### src/rtl/dram_pkg.sv
// Shared data-RAM definitions: funct3 load/store encodings (common with the RAM wrapper)
// and the port identifiers used for grant vectors and read-owner tracking.
package dram_pkg;

  localparam logic [2:0] F3_SB  = 3'b000;
  localparam logic [2:0] F3_SH  = 3'b001;
  localparam logic [2:0] F3_SW  = 3'b010;
  localparam logic [2:0] F3_LB  = 3'b000;
  localparam logic [2:0] F3_LH  = 3'b001;
  localparam logic [2:0] F3_LW  = 3'b010;
  localparam logic [2:0] F3_LBU = 3'b100;
  localparam logic [2:0] F3_LHU = 3'b101;

  localparam logic PORT_CORE = 1'b0;
  localparam logic PORT_DBG  = 1'b1;

endpackage

### src/rtl/dram_arb_pick.sv
// Two-way combinational pick returning a one-hot grant. prio_dbg selects which port
// wins a tie; the caller derives it from either the starvation count or round-robin state.
module dram_arb_pick
  import dram_pkg::*;
(
  input  logic       req_core,
  input  logic       req_dbg,
  input  logic       prio_dbg,
  output logic [1:0] gnt
);

  always_comb begin
    gnt = 2'b00;
    if (req_core && (!req_dbg || !prio_dbg)) begin
      gnt[PORT_CORE] = 1'b1;
    end else if (req_dbg) begin
      gnt[PORT_DBG] = 1'b1;
    end
  end

endmodule

### src/rtl/dram_arbiter.sv
// Two-port arbiter (core LSU / debug-DMA) in front of the single-ported data RAM wrapper.
// Define DRAM_ARB_RR_EN for round-robin; otherwise fixed priority with a port 1 starvation guard.
module dram_arbiter
  import dram_pkg::*;
#(
  parameter int MAX_WAIT = 4,
  parameter int AW       = 32
) (
  input  logic          sclk,
  input  logic          rstn,
  input  logic          p0_req,
  input  logic          p0_wr,
  input  logic [2:0]    p0_op,
  input  logic [AW-1:0] p0_addr,
  input  logic [31:0]   p0_wdata,
  output logic          p0_gnt,
  output logic          p0_rvalid,
  output logic [31:0]   p0_rdata,
  input  logic          p1_req,
  input  logic          p1_wr,
  input  logic [2:0]    p1_op,
  input  logic [AW-1:0] p1_addr,
  input  logic [31:0]   p1_wdata,
  output logic          p1_gnt,
  output logic          p1_rvalid,
  output logic [31:0]   p1_rdata,
  output logic          mem_wr,
  output logic          mem_rd,
  output logic [2:0]    mem_op,
  output logic [AW-1:0] mem_addr,
  output logic [31:0]   mem_wdata,
  input  logic [31:0]   mem_rdata,
  output logic [3:0]    starve_cnt
);

  // Handshake: a port raises req with stable fields and holds them until gnt; gnt is
  // combinational in that same cycle and means the access is issued now (stores commit at
  // the next sclk edge, load data arrives on rvalid exactly one cycle later).

  logic [1:0] gnt;
  logic       prio_dbg;
  logic       rd_pend;
  logic       rd_owner;

  dram_arb_pick u_pick (
    .req_core (p0_req),
    .req_dbg  (p1_req),
    .prio_dbg (prio_dbg),
    .gnt      (gnt)
  );

`ifdef DRAM_ARB_RR_EN
  logic last_winner;

  // Reset to the debug port so the core wins the first tie.
  always_ff @(posedge sclk or negedge rstn) begin
    if (!rstn) begin
      last_winner <= PORT_DBG;
    end else if (gnt != 2'b00) begin
      last_winner <= gnt[PORT_DBG];
    end
  end

  assign prio_dbg   = (last_winner == PORT_CORE);
  assign starve_cnt = 4'd0;
`else
  logic [3:0] starve_q;

  always_ff @(posedge sclk or negedge rstn) begin
    if (!rstn) begin
      starve_q <= 4'd0;
    end else if (!p1_req || gnt[PORT_DBG]) begin
      starve_q <= 4'd0;
    end else if (starve_q != 4'(MAX_WAIT)) begin
      starve_q <= starve_q + 4'd1;
    end
  end

  assign prio_dbg   = (starve_q == 4'(MAX_WAIT));
  assign starve_cnt = starve_q;
`endif

  assign p0_gnt = gnt[PORT_CORE];
  assign p1_gnt = gnt[PORT_DBG];

  always_comb begin
    mem_op    = p0_op;
    mem_addr  = p0_addr;
    mem_wdata = p0_wdata;
    if (gnt[PORT_DBG]) begin
      mem_op    = p1_op;
      mem_addr  = p1_addr;
      mem_wdata = p1_wdata;
    end
  end

  assign mem_wr = (gnt[PORT_CORE] && p0_wr) || (gnt[PORT_DBG] && p1_wr);
  assign mem_rd = (gnt[PORT_CORE] && !p0_wr) || (gnt[PORT_DBG] && !p1_wr);

  always_ff @(posedge sclk or negedge rstn) begin
    if (!rstn) begin
      rd_pend  <= 1'b0;
      rd_owner <= PORT_CORE;
    end else begin
      rd_pend <= mem_rd;
      if (mem_rd) begin
        rd_owner <= gnt[PORT_DBG];
      end
    end
  end

  // Read data is broadcast unmasked; only rvalid identifies the owner.
  assign p0_rvalid = rd_pend && (rd_owner == PORT_CORE);
  assign p1_rvalid = rd_pend && (rd_owner == PORT_DBG);
  assign p0_rdata  = mem_rdata;
  assign p1_rdata  = mem_rdata;

endmodule

### config.mk
export PLATFORM = sky130hd
export DESIGN_NAME = dram_arbiter
export DESIGN_NICKNAME = d
export VERILOG_FILES = /design/src/rtl/dram_pkg.sv /design/src/rtl/dram_arb_pick.sv /design/src/rtl/dram_arbiter.sv
export SDC_FILE = /design/constraint.sdc
export NUM_CORES = 1
export LEC_CHECK = 0
export ABC_AREA = 0
export CAP_MARGIN = 20
export CORE_AREA = 2 2 122 124
export DETAILED_ROUTE_END_ITERATION = 10
export DIE_AREA = 0 0 124 126
export PLACE_DENSITY = 0.51
export SLEW_MARGIN = 10
export SYNTH_ARGS = -nofsm -noshare
export SYNTH_HDL_FRONTEND = slang
export SYNTH_SLANG_ARGS = --single-unit
### constraint.sdc
create_clock -name sclk -period 3.95 [get_ports sclk]
set_clock_uncertainty 0.2 [all_clocks]
set_input_delay 0.395 -clock sclk [delete_from_list [all_inputs] [get_ports sclk]]
set_output_delay 0.395 -clock sclk [all_outputs]
set_load 0.01 [all_outputs]
==> metrics <==
Yosys cell types=21; worst-path fanout max=37; fin worst setup slack=0.822 ns; share of cells above drive strength 1=16.8%; Seq cells post-synth=6; Syn Inst Count=171; Seq/Total Area, Yosys=9.27%; Starting Density=11.3%; clock share of power=26.6%; worst rel slew slack=69.0%; combinational share of power=62.2%; fin util=24.9%; NumNets Final=497; commonest non-fill, non-tap cell in the layout=clkdlybuf4s50_1; sw frac=23.9%; Max Used Layer=met4; Max Clk Rate=320 MHz; Peak VDD IR=0.240 mV; clock latency on the worst-skew pair=0.22 ns; # resized after CTS=0; status=finished, final reports clean; DR iter-0 viols=23; Final Max Slew Viols=0; Mapped Area=0.00162 mm^2; Sw Pwr=145 uW; Vias=1729; synth-to-layout area growth=120%; worst r2r src=starve_cnt[0]; CP arrival=2.53 ns; Placeable Area=0.0143 mm^2; setup_tns=0 ns; routability cong.=0.834; CTS Hold Bufs=0; # rows=44; Lkg Pwr=0.00130 uW; diodes inserted=0; CTS clk-pin slew, worst paths=0.03 ns; setup violators final=0; most frequent cells in the layout=216 x clkdlybuf4s50_1, 48 x mux2_2, 19 x mux2_1, 6 x dfrtp_1; reg2reg setup slack=2.46 ns; syn nets=345; Reg2Reg Depth=5; Remaining DRCs=0; DR WL/cell=13.6 um; Fin. Hold Viols=0; Die ar.=0.0156 mm^2; CP Capture Type=output port; Port Buffers=216; Metal-1 WL=2.43 mm; max_cap viols=0; Via density=3.42; total grt overflow=0; pre-CTS WS=0.841 ns; vias in the first global route=1876; clock tree buffer depth=2; CTS tree=done; H-tree depth=1; Die Y=126 um; wire length of the first global-routing pass=10.0 mm; Hold WC Path Type=primary input to asynchronous set/reset pin; total track usage=8.10%; post-route antenna net violation count=0; Sink Count=6; IO Count=313; Setup CP Type=register to output port; FF-to-FF End=rd_pend; final WL=6.88 mm; setup repair after global routing missed its margin=no; hold_ws=0.214 ns; Setup Buffers After CTS=0; met3 WL=668 um; fin crit share=79.2%; Crit. Startpoint=starve_cnt[0]; synth warn=0; Pre-antenna DRT Iters=4; initial antenna violation count=0; crit path launch type=register; critical path required time=3.36 ns; Pint=461 uW; Chip Width=124 um; Routed met2 length=3.62 mm; Slew @ Worst Pin=0.465 ns; largest net degree at the start of global routing=38; Power Density=170 mW/mm^2; dpl hpwl=5.99 mm; crit path time final=3.13 ns; number of CTS-inserted buffers=3; clock root cell=clkbuf_16; synthesized area per cell=9.48 um^2; sequential power share=11.2%
[cell usage after synthesis]
| cell | count | area, um^2 |
|---|---|---|
| o21ai_0 | 1 | 5.00 |
| mux2_2 | 48 | 541 |
| nand2b_1 | 2 | 12.5 |
| inv_1 | 4 | 15.0 |
| xnor2_1 | 1 | 8.76 |
| a21boi_2 | 1 | 11.3 |
| nand3_1 | 3 | 15.0 |
| ha_1 | 2 | 25.0 |
| buf_6 | 3 | 33.8 |
| and2_1 | 1 | 6.26 |
| nand2_1 | 2 | 7.51 |
| dfrtp_1 | 6 | 150 |
| nor2_1 | 4 | 15.0 |
| mux2i_1 | 1 | 10.0 |
| a22o_1 | 1 | 8.76 |
| buf_4 | 68 | 510 |
| nor2b_1 | 1 | 6.26 |
| mux2_1 | 19 | 214 |
| nand3b_1 | 1 | 7.51 |
| xor2_1 | 1 | 8.76 |
| nand4b_1 | 1 | 8.76 |
[critical path, stage by stage (launching register included)]
cell	delay (ns)
dfrtp_1	0.41
inv_1	0.07
ha_1	0.16
nand3b_1	0.15
a21boi_4	0.19
buf_4	0.42
mux2_1	0.39
clkdlybuf4s50_1	0.49
[sequential cells by signal, indices dropped and copies added (netlist names)]
name / count
rd_pend: 1
starve_cnt: 4
rd_owner: 1
[metal layers]
metal | vias up | track usage, %
met5 | - | 0
met4 | 0 | 2.51
met3 | 24 | 2.13
met2 | 111 | 14.8
met1 | 771 | 9.01
li1 | 823 | -
[power groups by stage]
| stage | registers [uW] | clock network, uW | logic (uW) |
|---|---|---|---|
| floorplan | 68.3 | 0 | 183 |
| global placement | 68.5 | 0 | 380 |
| detailed placement | 68.6 | 0 | 380 |
| CTS | 67.9 | 166 | 383 |
| global route | 68.5 | 170 | 402 |
| finish | 67.8 | 161 | 376 |
[cell families after synthesis]
family	count (synthesis)	share of synthesized area, %
AOI/OAI and AO/OA	3	1.54
and+or+nand+nor	15	4.87
xor gates and xnor gates	2	1.08
DFF	6	9.27
buffers and inverters	75	34.5
adders and majority gates	2	1.54
muxes	68	47.2
[worst max-delay path by stage]
stage	slack, ns	endpoint	cells past startpoint
5_1_grt	0.61	mem_addr[8]	7
2_1_floorplan	1.68	mem_wdata[10]	7
6_report	0.82	mem_wdata[8]	7
3_5_place_dp	0.84	mem_wdata[8]	5
3_3_place_gp	0.86	mem_addr[8]	5
4_1_cts	0.76	mem_wdata[8]	7
[per-stage QoR]
step | total power, uW | instances | area [um^2]
after floorplan | 252 | 171 | 1620
after global placement | 449 | 502 | 3490
after detailed placement | 449 | 502 | 3490
after CTS | 618 | 505 | 3570
after global routing | 641 | 505 | 3570
final | 605 | 505 | 3570
[layout make-up]
cell class | count | area (um^2)
well taps | 184 | 230
inverters | 4 | 15.0
clock buffers | 3 | 75.1
flip-flops and latches | 6 | 150
repair buffers | 218 | 2180
fillers | 1532 | 10700
multi-input cells | 90 | 918
Note: power is estimated with default switching activity, not from simulation.
